===== config.mk =====
export PLATFORM = sky130hd
export DESIGN_NAME = pipelined_ctrl_unit
export DESIGN_NICKNAME = d
export VERILOG_FILES = /design/src/rtl/ctrl_pkg.sv /design/src/rtl/ctrl_decode_comb.sv /design/src/rtl/pipelined_ctrl_unit.sv
export SDC_FILE = /design/constraint.sdc
export NUM_CORES = 1
export LEC_CHECK = 0
export ABC_AREA = 1
export CAP_MARGIN = 30
export CORE_UTILIZATION = 34
export DETAILED_ROUTE_END_ITERATION = 12
export GPL_TIMING_DRIVEN = 0
export HOLD_SLACK_MARGIN = 0.05
export PLACE_DENSITY_LB_ADDON = 0.05
export SETUP_SLACK_MARGIN = 0.02
export SLEW_MARGIN = 15
export SYNTH_ARGS = -nofsm -noshare
export SYNTH_HDL_FRONTEND = slang
export SYNTH_HIERARCHICAL = 1
export SYNTH_SLANG_ARGS = --single-unit

===== constraint.sdc =====
create_clock -name clk -period 2.03 [get_ports clk]
set_clock_uncertainty 0.15 [all_clocks]
set_input_delay 0.406 -clock clk [delete_from_list [all_inputs] [get_ports clk]]
set_output_delay 0.406 -clock clk [all_outputs]
set_load 0.01 [all_outputs]

===== src/rtl/ctrl_pkg.sv =====
// ctrl_pkg: shared definitions for the ID-stage control unit.
// Holds the MIPS opcode encodings, ALU-op and memory-size codes, the FSM
// encoding and the packed control bundle carried from ID into EX.
package ctrl_pkg;

    // Opcode encodings (instr[31:26])
    localparam logic [5:0] OPC_RTYPE = 6'b000000;
    localparam logic [5:0] OPC_J     = 6'b000010;
    localparam logic [5:0] OPC_BEQ   = 6'b000100;
    localparam logic [5:0] OPC_BNE   = 6'b000101;
    localparam logic [5:0] OPC_ADDI  = 6'b001000;
    localparam logic [5:0] OPC_SLTI  = 6'b001010;
    localparam logic [5:0] OPC_ANDI  = 6'b001100;
    localparam logic [5:0] OPC_ORI   = 6'b001101;
    localparam logic [5:0] OPC_XORI  = 6'b001110;
    localparam logic [5:0] OPC_LB    = 6'b100000;
    localparam logic [5:0] OPC_LH    = 6'b100001;
    localparam logic [5:0] OPC_LW    = 6'b100011;
    localparam logic [5:0] OPC_LBU   = 6'b100100;
    localparam logic [5:0] OPC_LHU   = 6'b100101;
    localparam logic [5:0] OPC_LWU   = 6'b100111;
    localparam logic [5:0] OPC_SB    = 6'b101000;
    localparam logic [5:0] OPC_SH    = 6'b101001;
    localparam logic [5:0] OPC_SW    = 6'b101011;

    // ALU-op codes
    localparam logic [1:0] ALU_LDST   = 2'b00;
    localparam logic [1:0] ALU_BRANCH = 2'b01;
    localparam logic [1:0] ALU_RTYPE  = 2'b10;
    localparam logic [1:0] ALU_IMM    = 2'b11;

    // Memory access size codes
    localparam logic [1:0] MEM_BYTE = 2'b00;
    localparam logic [1:0] MEM_HALF = 2'b01;
    localparam logic [1:0] MEM_WORD = 2'b10;

    // Control FSM encoding
    typedef enum logic {
        ST_RUN  = 1'b0,
        ST_HALT = 1'b1
    } state_t;

    // Control bundle registered into the ID/EX boundary
    typedef struct packed {
        logic       reg_dst;
        logic       branch;
        logic       branch_ne;
        logic       jump;
        logic       mem_read;
        logic       mem_write;
        logic       mem_to_reg;
        logic       alu_src;
        logic       reg_write;
        logic [1:0] alu_op;
        logic [1:0] mem_size;
        logic       mem_uns;
    } ctrl_t;

    localparam ctrl_t CTRL_NOP = ctrl_t'(14'h0000);

endpackage


===== src/rtl/ctrl_decode_comb.sv =====
// ctrl_decode_comb: purely combinational opcode -> control bundle decoder.
// Ports:
//   opcode   in  6   instr[31:26]
//   ctrl     out     decoded control bundle (all zero for unknown opcodes)
//   illegal  out 1   opcode is not in the decode table
//   reads_rt out 1   instruction uses rt as a source (R-type, store, branch)
module ctrl_decode_comb
    import ctrl_pkg::*;
(
    input  logic [5:0] opcode,
    output ctrl_t      ctrl,
    output logic       illegal,
    output logic       reads_rt
);

    // Opcode decode table
    always_comb begin
        ctrl     = CTRL_NOP;
        illegal  = 1'b0;
        reads_rt = 1'b0;
        case (opcode)
            OPC_RTYPE: begin
                ctrl.reg_dst   = 1'b1;
                ctrl.reg_write = 1'b1;
                ctrl.alu_op    = ALU_RTYPE;
                reads_rt       = 1'b1;
            end
            OPC_LB, OPC_LH, OPC_LW, OPC_LBU, OPC_LHU, OPC_LWU: begin
                ctrl.mem_read   = 1'b1;
                ctrl.mem_to_reg = 1'b1;
                ctrl.alu_src    = 1'b1;
                ctrl.reg_write  = 1'b1;
                ctrl.alu_op     = ALU_LDST;
                // opcode[2] marks the unsigned loads; opcode[1:0] the size
                ctrl.mem_uns    = opcode[2];
                case (opcode[1:0])
                    2'b00:   ctrl.mem_size = MEM_BYTE;
                    2'b01:   ctrl.mem_size = MEM_HALF;
                    default: ctrl.mem_size = MEM_WORD;
                endcase
            end
            OPC_SB, OPC_SH, OPC_SW: begin
                ctrl.mem_write = 1'b1;
                ctrl.alu_src   = 1'b1;
                ctrl.alu_op    = ALU_LDST;
                reads_rt       = 1'b1;
                case (opcode[1:0])
                    2'b00:   ctrl.mem_size = MEM_BYTE;
                    2'b01:   ctrl.mem_size = MEM_HALF;
                    default: ctrl.mem_size = MEM_WORD;
                endcase
            end
            OPC_ADDI, OPC_ANDI, OPC_ORI, OPC_XORI, OPC_SLTI: begin
                ctrl.alu_src   = 1'b1;
                ctrl.reg_write = 1'b1;
                ctrl.alu_op    = ALU_IMM;
            end
            OPC_BEQ, OPC_BNE: begin
                ctrl.branch    = 1'b1;
                ctrl.branch_ne = opcode[0];
                ctrl.alu_op    = ALU_BRANCH;
                reads_rt       = 1'b1;
            end
            OPC_J: begin
                ctrl.jump = 1'b1;
            end
            default: begin
                illegal = 1'b1;
            end
        endcase
    end

endmodule


===== src/rtl/pipelined_ctrl_unit.sv =====
// pipelined_ctrl_unit: ID-stage control for the MIPS pipeline.
// Decodes the IF/ID instruction, resolves flush / HALT / load-use / illegal
// priority and registers the control bundle into the ID/EX boundary.
// Ports:
//   clk, reset          clock, synchronous active-high reset
//   i_valid, i_opcode, i_funct, i_rs, i_rt, i_flush   ID-stage inputs
//   o_stall             combinational hold of PC and IF/ID
//   o_valid, o_* ctrl   registered EX control bundle
//   o_funct, o_rt_ex    registered funct and rt of the EX instruction
//   o_illegal           one-cycle pulse for an illegal opcode turned into a bubble
//   o_halted            FSM is in HALT
module pipelined_ctrl_unit
    import ctrl_pkg::*;
#(
    parameter int         REG_W       = 5,
    parameter int         ALUOP_W     = 2,
    parameter bit         LOAD_USE_EN = 1'b1,
    parameter logic [5:0] HALT_OPC    = 6'b111111
) (
    input  logic               clk,
    input  logic               reset,
    input  logic               i_valid,
    input  logic [5:0]         i_opcode,
    input  logic [5:0]         i_funct,
    input  logic [REG_W-1:0]   i_rs,
    input  logic [REG_W-1:0]   i_rt,
    input  logic               i_flush,
    output logic               o_stall,
    output logic               o_valid,
    output logic               o_reg_dst,
    output logic               o_branch,
    output logic               o_branch_ne,
    output logic               o_jump,
    output logic               o_mem_read,
    output logic               o_mem_write,
    output logic               o_mem_to_reg,
    output logic               o_alu_src,
    output logic               o_reg_write,
    output logic [ALUOP_W-1:0] o_alu_op,
    output logic [1:0]         o_mem_size,
    output logic               o_mem_uns,
    output logic [5:0]         o_funct,
    output logic [REG_W-1:0]   o_rt_ex,
    output logic               o_illegal,
    output logic               o_halted
);

    ctrl_t              dec_ctrl_s;
    logic               dec_illegal_s;
    logic               dec_reads_rt_s;
    logic               hazard_s;
    logic               halt_opc_s;
    logic               stall_s;
    logic               issue_s;
    logic               illegal_pulse_s;
    state_t             next_state_s;

    state_t             state_r;
    ctrl_t              ex_r;
    logic               valid_r;
    logic [5:0]         funct_r;
    logic [REG_W-1:0]   rt_r;
    logic               illegal_r;

    ctrl_decode_comb u_decode (
        .opcode   (i_opcode),
        .ctrl     (dec_ctrl_s),
        .illegal  (dec_illegal_s),
        .reads_rt (dec_reads_rt_s)
    );

    // Load in EX whose destination is a source of the ID instruction
    always_comb begin
        hazard_s = LOAD_USE_EN && valid_r && ex_r.mem_read
                   && (rt_r != {REG_W{1'b0}})
                   && ((rt_r == i_rs) || ((rt_r == i_rt) && dec_reads_rt_s));
        halt_opc_s = (i_opcode == HALT_OPC);
    end

    // Per-cycle priority: HALT holds everything, then flush, empty slot,
    // hazard, HALT opcode, illegal opcode, normal issue
    always_comb begin
        stall_s         = 1'b0;
        issue_s         = 1'b0;
        illegal_pulse_s = 1'b0;
        next_state_s    = state_r;
        if (state_r == ST_HALT) begin
            stall_s      = 1'b1;
            next_state_s = ST_HALT;
        end else if (i_flush) begin
            issue_s = 1'b0;
        end else if (!i_valid) begin
            issue_s = 1'b0;
        end else if (hazard_s) begin
            stall_s = 1'b1;
        end else if (halt_opc_s) begin
            next_state_s = ST_HALT;
        end else if (dec_illegal_s) begin
            illegal_pulse_s = 1'b1;
        end else begin
            issue_s = 1'b1;
        end
    end

    // ID/EX boundary and FSM state; non-issue cycles load a full bubble
    always_ff @(posedge clk) begin
        if (reset) begin
            state_r   <= ST_RUN;
            ex_r      <= CTRL_NOP;
            valid_r   <= 1'b0;
            funct_r   <= 6'b000000;
            rt_r      <= {REG_W{1'b0}};
            illegal_r <= 1'b0;
        end else begin
            state_r   <= next_state_s;
            ex_r      <= issue_s ? dec_ctrl_s : CTRL_NOP;
            valid_r   <= issue_s;
            funct_r   <= issue_s ? i_funct : 6'b000000;
            rt_r      <= issue_s ? i_rt : {REG_W{1'b0}};
            illegal_r <= illegal_pulse_s;
        end
    end

    assign o_stall      = stall_s;
    assign o_valid      = valid_r;
    assign o_reg_dst    = ex_r.reg_dst;
    assign o_branch     = ex_r.branch;
    assign o_branch_ne  = ex_r.branch_ne;
    assign o_jump       = ex_r.jump;
    assign o_mem_read   = ex_r.mem_read;
    assign o_mem_write  = ex_r.mem_write;
    assign o_mem_to_reg = ex_r.mem_to_reg;
    assign o_alu_src    = ex_r.alu_src;
    assign o_reg_write  = ex_r.reg_write;
    // Wider ALU-op fields zero-fill the reserved upper bits
    assign o_alu_op     = ALUOP_W'(ex_r.alu_op);
    assign o_mem_size   = ex_r.mem_size;
    assign o_mem_uns    = ex_r.mem_uns;
    assign o_funct      = funct_r;
    assign o_rt_ex      = rt_r;
    assign o_illegal    = illegal_r;
    assign o_halted     = (state_r == ST_HALT);

endmodule


# Yosys cells after proc, flatten, opt, wreduce, memory -nomap -nowiden
# Index checks and enable logic that the tools add are counted.
# word_totals
regBits	27
inputBits	26
output_inout_bits	29
wordCells	90
# op_classes
n_eq_ne	21
n_mux	26
bitwise	5
reduce_logical	22
# op_table
operator	count
$eq 6x6->1 const B	10
$eq 6x4->1 const B	5
$mux 1	23
$reduce_or 18->1	1
$reduce_or 6->1	3
$reduce_or 14->1	1
$eq 6x3->1 const B	2
$reduce_or 12->1	1
$reduce_or 3->1	4
$eq 5x5->1	2
$reduce_or 9->1	1
$eq 6x2->1 const B	1
$logic_not 6->1	1
$pmux 2 s3	1
$not 1->1	5
$reduce_bool 5->1	1
$reduce_or 5->1	1
$logic_and 1x1->1	4
$pmux 2 s2	1
$reduce_or 2->1	2
$eq 2x1->1 const B	1
$logic_not 2->1	1
$mux 2	1
$logic_or 1x1->1	1

# Logic depth before layout (Yosys ltp)
# Gate-level depths: netlist (run 1).
# logic_depth
depth_word	12
ltp_mapped	13
ltp_nobuf	12

# By module
# Netlist (run 1), hierarchy kept.
# modules_own_cells
mod	instances	cells_per_inst	area_each_um2	seq_area_each_um2
pipelined_ctrl_unit	1	147	1067.3	560.5
ctrl_decode_comb	1	45	237.7	0.0

# Least setup slack after synthesis (run 1)
# No wires, ideal clock.
# synth_timing
path_kind	input-to-output
from	in i_opcode[4]
to	out o_stall
arrival_ns	1.479
t_required_ns	1.474
path_slack_ns	-0.005
stages	11
path_cell_list	inv_2 -> nand2_1 -> inv_2 -> nand3_1 -> nand3_1 -> nand2_1 -> nor2_1 -> nand3_1 -> nand2_1 -> nand2_2 -> o21ai_0
# synth_via
elab_chain_cells	10
# synth_rtl
element	line	rtl
start: declaration	pipelined_ctrl_unit.sv:23	input logic [5:0] i_opcode,
$eq 6x6->1, or another cell as far along	ctrl_decode_comb.sv:21	case (opcode)
$reduce_or 6->1 (no source line) (*)	n/a	
$mux 1 (*)	ctrl_decode_comb.sv:21	
via dec_reads_rt_s	pipelined_ctrl_unit.sv:50	logic dec_reads_rt_s;
$logic_and 1x1->1 (*)	pipelined_ctrl_unit.sv:76	&& ((rt_r == i_rs) || ((rt_r == i_rt) && dec_reads_rt_s));
$logic_or 1x1->1 (*)	pipelined_ctrl_unit.sv:76	
$logic_and 1x1->1 (*)	pipelined_ctrl_unit.sv:76	
$mux 1 (*)	pipelined_ctrl_unit.sv:94	end else if (hazard_s) begin
$mux 1 (*)	pipelined_ctrl_unit.sv:92	end else if (!i_valid) begin
$mux 1 (*)	pipelined_ctrl_unit.sv:90	end else if (i_flush) begin
$mux 1 (*)	pipelined_ctrl_unit.sv:87	if (state_r == ST_HALT) begin
end: declaration	pipelined_ctrl_unit.sv:28	output logic o_stall,
# The timed path passes the listed nets; every way through them passes the cells marked *.

# Worst setup path after layout (run 1)
# layout_timing
from	in i_opcode[0]
to	out o_stall
# The elaborated chain is that of the path after synthesis.

==> summary.md, run 1 <==
| Metric | Value |
|---|---|
| Core area | 3661 sq um |
| Status | completed |
| Final cell count without fillers | 319 |
| Relative slew slack | 0.8505 |
| Sequential share of the synthesized area | 0.4295 |
| Async SR Flop Fraction | 0 |
| Port buffer count | 54 |
| R2r endpoint | o_rt_ex[4] |
| FMAX | 503.1 MHz |
| Total negative slack | 0 ns |
| Mapped cell area | 1305 sq um |
| GPL Wtd Cong | 0.8221 |
| Area Overhead vs Synth | 69.99% |
| Largest net degree at the start of global routing | 17 |
| Fraction of layout cells with a size suffix above 1 | 0.2657 |
| Reg clk slew, reported paths | 0.09 ns |
| Reg2reg path depth | 11 |
| Post-synth EDFFs | 0 |
| WS Path Type | in2out |
| Hold Path Class | in2reg |
| Critical Path Start | i_opcode[0] |
| Initial Util | 0.3565 |
| FP Rows | 22 |
| FF+latch count, synth | 28 |
| Final hold vios | 0 |
| Syn avg cell area | ~7 sq um |
| Final setup vio count | 0 |
| Dpl hpwl | 2100 microns |
| Synth cell types | 22 |
| Crit end category | output port |
| Tcrit/Tclk final | 0.9791 |
| Placed Instance Area | 1906 sq um |
| Die ar. | 4090 sq um |
| I/O Pins | 55 |
| Post-route ant nets | 0 |
| Reg2Reg Setup Slack | roughly 0.41 ns |
| Worst Path Arrival | 1.43 ns |
| CP Data Required Time | 1.47 ns |
| Worst Max-Slew Pin Slew | 0.2222 ns |
| Die H | ~64 microns |
| Layout Nets | 298 |
| H-tree levels | 1 |
| Most instantiated library cell after synthesis | inv_1 |
| Worst vdd ir | about 0.28 mV |
| Final worst slack | between 0.04 and 0.05 ns |
| # fillers | 348 |
| Iteration count of the initial detailed-routing pass | 4 |
| DRC viols | 0 |
| Die Width | approximately 64 microns |
| Ant diodes | 0 |
| Gr ovfl total | 0 |
| RSZ-0062 raised after global routing | true |
| Post-route design area | ~2200 sq um |
| Synth warnings | 6 |
| Most used DFF post-synth | dfxtp_1 |
| Max Cap Viol | 0 |
| Total power | 1163 uW |
| Critical Path End | o_stall |
| Final Slew Violations | 0 |
| Vias/cell | 4.169 |
| Initial antenna violation count | 0 |
| Worst-Skew Late Latency | 0.27 ns |
| First-pass GRT wire length | 5009 microns |
| Overall Global Routing Usage | 0.1584 |
| Drt first-iter violations | 67 |
| Post-synth top area share | 0.4295 |
| Largest register FFs | 6 |
| CTS tree | built |
| Vias in the first global route | 1231 |
| Reg2reg start | o_rt_ex[4] |
| Vias | 1330 |
| Ranking of synthesized cells by area | dfxtp_1 (43%), inv_1 (13%), nor2_1 (12%) |
| PwrDens | 524.4 nW/um^2 |
| Most frequent cells after synthesis | inv_1 (45), nor2_1 (41), nand2_1 (39) |
| Startpoint class of the critical path | input pin |
| Dpl cells | 294 |
| Post-synth top area cell | dfxtp_1 |
| Clock buffer depth | 2 |
| TritonCTS Buffers | 3 |
| Clock Sink Count | 28 |
| DR WL/cell | 9.843 microns |
| Root buf cell | clkbuf_8 |
| Dpl ws | -1.171 ns |
| Leakage | 0.001074 uW |
| Post-Syn Instances | 192 |
| Syn_nets | ~220 |
| Critical path fanouts, max | 5 |
| Period minus WS final | 1.988 ns |
| Final WL | 3140 microns |
-- logic make-up (layout without fill, tap and decap cells) --
family	Yosys count	count (layout)	share of synthesized area
AND/OR/NAND/NOR	107	107	0.3826
buffers and inverters	53	132	0.1668
flip-flops	28	28	0.4295
AO/OA/AOI/OAI	3	3	0.01438
XOR/XNOR	1	1	0.006713
-- metrics by stage --
step / hold WS, ns / utilization
2_1_floorplan: 0.3251 / -
3_3_place_gp: 0.3443 / 0.5205
3_5_place_dp: 0.3418 / 0.5205
4_1_cts: 0.2903 / 0.5967
5_1_grt: 0.2618 / 0.6059
6_report: 0.2614 / 0.6059
-- report_power, final --
part	total (uW)	switching (uW)	leakage, uW	internal, uW
logic	178	85.0	0.000810	92.7
clock network	430	166	0.0000357	264
registers	555	2.45	0.000229	553
total	1160	254	0.00107	909
-- metal layers --
layer / wire length (microns) / track usage / part of all wire
met5: 0 / 0 / 0
met4: 104 / 0.1051 / 0.033
met1: 1381 / 0.1747 / 0.44
met3: 136 / 0.02500 / 0.043
met2: 1518 / 0.2779 / 0.48
-- area by class of cell --
cell class | count | area, sq um | share of cell area
buffer | 3 | 33.78 | 0.01523
clock buffer | 3 | 41.29 | 0.01861
tap | 48 | 60.06 | 0.02707
multi-input combinational | 111 | 595.6 | 0.2685
sequential | 28 | 569.3 | 0.2566
clock inverter | 1 | 30.03 | 0.01354
inverter | 50 | 200.2 | 0.09024
timing repair buffer | 75 | 688.2 | 0.3102
-- how the worst min path moves through the flow --
stage	from	to	slack, ns	depth (start not counted)
6_report	i_opcode[3]	o_branch_ne	0.26	4
5_1_grt	i_opcode[3]	o_branch_ne	0.26	4
4_1_cts	i_opcode[3]	o_branch_ne	0.29	4
3_5_place_dp	o_halted	o_halted	0.34	2
3_3_place_gp	o_halted	o_halted	0.34	2
2_1_floorplan	reset	o_halted	0.33	1
-- worst max-delay path, stage by stage --
cell	delay, ns
buf_4	0.14
nor2_2	0.15
nand3_4	0.09
nand3_2	0.08
nand2_1	0.05
nor2_1	0.08
nand3_1	0.07
nand2_1	0.07
nand2_2	0.08
o21ai_2	0.10
buf_2	0.13
-- what timing repair did --
| item | in CTS | in global routing |
|---|---|---|
| hold buffers | 0 | 0 |
| buffers inserted | 20 | 1 |
| endpoints found under the setup margin | 29 | 2 |
| pin swaps | 11 | 4 |
| resized for setup | 69 | 9 |
-- placed cells by master (no fill, tap or decap), types with 2 or more instances in the layout --
cell,netlist,routed
buf_6,2,5
nand4_1,3,3
dlygate4sd2_1,0,10
inv_4,0,5
clkbuf_8,0,3
nand3_1,7,5
inv_2,5,2
dfxtp_2,0,4
clkdlybuf4s50_1,0,37
o21ai_2,1,2
buf_8,0,2
nor2_1,41,38
nor2_2,4,3
inv_1,45,43
nand2_1,39,36
nor2_4,1,5
dfxtp_1,28,23
buf_4,1,23
nand3_4,1,3
nand3_2,4,4
nand2_2,3,5
Power figures use the tool's default switching activity.
==> run 2: changes to the inputs <==
Settings changed: CAP_MARGIN 30 to 40, SYNTH_HIERARCHICAL 1 to unset.
==> run 2 against run 1 <==
  * Non-clock buffer count down 16
  * Final area is 13% lower
  * The flow now finishes with violations (negative setup slack)
  * Flip-flop and latch count shrank 1
  * Critical path type unchanged
  * Via count down 12%
  * Sequential share of layout area increased by 3.0 points
  * Sequential power fell by 3.8%
  * Final cell count down 17%
  * Power is 22% lower
  * Largest power group unchanged
  * Critical path depth decreased by 4
==> summary.md, run 2 <==
| Metric | Value |
|---|---|
| Mapped cell area | 1197 sq um (was 1305 sq um) |
| Reg power frac | 0.589 (was 0.477) |
| Most common cell after layout, fill and taps aside | clkdlybuf4s50_1 (was inv_1) |
| Post-route design area | 1934 sq um (was 2218 sq um) |
| Slowest stage cell, crit path | clkdlybuf4s50_1 (was nor2_2) |
| Cts hold-fix bufs | 0 (unchanged) |
| I/O Pins | 55 (unchanged) |
| Failing checks | negative setup slack |
| Root buf cell | clkbuf_4 (was clkbuf_8) |
| Syn_nets | 183 (was 218) |
| Core area | 3363 sq um (was 3661 sq um) |
| Worst-Skew Late Latency | 0.32 ns (was 0.27 ns) |
| Initial antenna violation count | 0 (unchanged) |
| Worst Path Arrival | 1.53 ns (was 1.43 ns) |
| TritonCTS Buffers | 3 (unchanged) |
| Ant diodes | 0 (unchanged) |
| Ranking of synthesized cells by area | dfxtp_1 (45%), nor2_1 (7.8%), inv_1 (7.5%) (was dfxtp_1 (43%), inv_1 (13%), nor2_1 (12%)) |
| Placed Instance Area | 1785 sq um (was 1906 sq um) |
| Initial Util | 0.3560 (was 0.3565) |
| Vias | 1166 (was 1330) |
| Clock buffer depth | 2 (unchanged) |
| Synth warnings | 0 (was 6) |
| Area Overhead vs Synth | 61.55% (was 69.99%) |
| Period minus WS final | 2.084 ns (was 1.988 ns) |
| Leakage | 0.0009032 uW (was 0.001074 uW) |
| Slowest cell delay on critical path | 0.48 ns (was 0.15 ns) |
| Sequential share of the synthesized area | 0.4514 (was 0.4295) |
| Max Cap Viol | 0 (unchanged) |
| Critical-path cell list | clkdlybuf4s50_1 -> xnor2_1 -> nand3_1 -> nand2_2 -> nand2_4 -> o21ai_2 -> buf_2 (was buf_4 -> nor2_2 -> nand3_4 -> nand3_2 -> nand2_1 -> nor2_1 -> nand3_1 -> nand2_1 -> nand2_2 -> o21ai_2 -> buf_2) |
| Post-Syn Instances | 157 (was 192) |
| Crit end category | output port (unchanged) |
| FP Rows | 21 (was 22) |
| Final cell count without fillers | 266 (was 319) |
| Reg2reg path depth | 10 (was 11) |
| Net switching power | 226.7 uW (was 253.9 uW) |
| CTS tree | built (unchanged) |
| Vias in the first global route | 1025 (was 1231) |
| Tcrit/Tclk final | 1.027 (was 0.9791) |
| Final worst slack | -0.05411 ns (was 0.04247 ns) |
| Largest net degree at the start of global routing | 17 (unchanged) |
| CP Data Required Time | 1.47 ns (about the same) |
| Logic gate share of total power | 0.159 (was 0.153) |
| Post-route ant nets | 0 (unchanged) |
| Fraction of layout cells with a size suffix above 1 | 0.2636 (was 0.2657) |
| Clock group share of total power | 0.252 (was 0.370) |
| Overall Global Routing Usage | 0.1524 (was 0.1584) |
| Drt first-iter violations | 12 (was 67) |
| Vias/cell | 4.383 (was 4.169) |
| Most frequent cells in the layout | clkdlybuf4s50_1 (38), nor2_1 (23), inv_1 (22), nand2_1 (22), dfxtp_1 (22) (was inv_1 (43), nor2_1 (38), clkdlybuf4s50_1 (37)) |
| Post-synth top area share | 0.4514 (was 0.4295) |
| Final hold vios | 0 (unchanged) |
| PwrDens | 469.1 nW/um^2 (was 524.4 nW/um^2) |
| Status | finished with violations (was completed) |
| Final WL | 2808 microns (was 3140 microns) |
| FMAX | 479.8 MHz (was 503.1 MHz) |
| WS Path Type | in2out (unchanged) |
| Die ar. | 3763 sq um (was 4090 sq um) |
| Gr ovfl total | 0 (unchanged) |
| Most instantiated library cell after synthesis | dfxtp_1 (was inv_1) |
| Hold depth | 3 (was 4) |
| Post-synth EDFFs | 0 (unchanged) |
| DR WL/cell | 10.56 microns (was 9.843 microns) |
| Synth cell types | 22 (unchanged) |
| Dpl hpwl | 2105 microns (was 2100 microns) |
| Most frequent cells after synthesis | dfxtp_1 (27), nor2_1 (25), inv_1 (24) (was inv_1 (45), nor2_1 (41), nand2_1 (39)) |
| Final Slew Violations | 0 (unchanged) |
| Switching Fraction | 0.2498 (was 0.2183) |
| Iteration count of the initial detailed-routing pass | 4 (unchanged) |
| Port buffer count | 53 (was 54) |
| Post-synth top area cell | dfxtp_1 (unchanged) |
| Die Width | 61.35 microns (was 63.96 microns) |
| Startpoint class of the critical path | input pin (unchanged) |
| Clock Sink Count | 27 (was 28) |
| H-tree levels | 1 (unchanged) |
| Largest register FFs | 6 (unchanged) |
| RSZ-0062 raised after global routing | true (unchanged) |
| P_int | 680.7 uW (was 909.3 uW) |
| Hold Path Class | in2reg (unchanged) |
| FF+latch count, synth | 27 (was 28) |
| Worst Max-Slew Pin Slew | 0.3287 ns (was 0.2222 ns) |
| Most used DFF post-synth | dfxtp_1 (unchanged) |
| Relative slew slack | 0.7802 (was 0.8505) |
| Reg clk slew, reported paths | 0.15 ns (was 0.09 ns) |
| Final setup vio count | 1 (was 0) |
| GPL Wtd Cong | 0.8667 (was 0.8221) |
| Layout Nets | 247 (was 298) |
| Worst vdd ir | 0.2500 mV (was 0.2779 mV) |
| Critical path fanouts, max | 2 (was 5) |
| First-pass GRT wire length | 4167 microns (was 5009 microns) |
| DRC viols | 0 (unchanged) |
| Async SR Flop Fraction | 0 (unchanged) |
| Reg2Reg Setup Slack | 0.35 ns (was 0.41 ns) |
| Die H | 61.35 microns (was 63.96 microns) |
| Syn avg cell area | 7.627 sq um (was 6.797 sq um) |
| Dpl cells | 256 (was 294) |
run 2: cell count changes after synthesis, moves of 4 or more:
cell     previous run  this run
inv_1              45        24
nand2_1            39        23
nand3_1             7        13
nand3_2             4         0
nor2_1             41        25
nor2_2              4        13
xor2_1              0         4
run 2: per-stage QoR:
step	setup slack, ns	hold slack [ns]	setup TNS [ns]	power, uW	utilization
after global placement	-0.9376	0.3149	-5.990	684.5	0.5309
final	-0.05411	0.2647	-0.05411	907.4	0.5751
after global routing	-0.1381	0.2745	-0.1381	962.3	0.5751
after floorplan	0.1152	0.3251	0	611.8	-
after CTS	-0.07069	0.2284	-0.07069	923.3	0.5640
after detailed placement	-0.9588	0.3377	-5.777	685.5	0.5309
run 2: per-layer routing:
metal  up-vias  track usage  routed length (microns)
li1        606            -                        -
met1       521       0.1645                     1109
met2        35       0.2888                     1487
met3         4      0.02731                      169
met4         0      0.06667                       41
met5         -            0                        0
run 2: cell type report:
cell class / instances / area, sq um
fillers: 345 / 1429
multi-input cells: 99 / 594.3
repair buffers: 59 / 563.0
flip-flops and latches: 27 / 554.3
inverters: 28 / 105.1
well taps: 46 / 57.56
plain buffers: 3 / 30.03
clock buffers: 3 / 22.52
clock inverters: 1 / 7.507
run 2: cell families (layout without fill, tap and decap cells):
| logic type | Yosys count | after routing | synth area share |
|---|---|---|---|
| AOI/OAI and AO/OA | 4 | 4 | 0.01776 |
| buffers and inverters | 31 | 94 | 0.1129 |
| DFF | 27 | 27 | 0.4514 |
| xor gates and xnor gates | 8 | 8 | 0.05851 |
| and+or+nand+nor | 87 | 87 | 0.3595 |
run 2: final timing paths:
kind | startpoint | to
worst max-delay path | i_rs[4] | o_stall
worst min-delay path | i_opcode[3] | o_alu_op[0]
worst max register to register | o_rt_ex[1] | o_valid
worst min register to register | o_halted | o_halted
run 2: critical path, delay by kind of cell:
kind,cells,cell delay (ns)
buffers and inverters,2,0.62
xor gates and xnor gates,1,0.12
and+or+nand+nor,3,0.27
AOI/OAI and AO/OA,1,0.11
run 2: power by group through the flow:
stage | sequential, uW | combinational (uW) | clock, uW
floorplan | 551 | 60.5 | 0
global placement | 549 | 136 | 0
detailed placement | 549 | 136 | 0
CTS | 538 | 139 | 246
global route | 535 | 159 | 268
finish | 534 | 145 | 229
run 2: what timing repair did:
action / 4_1_cts / 5_1_grt
cloned: 0 / 0
pin swaps: 13 / 10
endpoints found under the setup margin: 1 / 1
resized for setup: 42 / 9
buffers inserted: 6 / 0
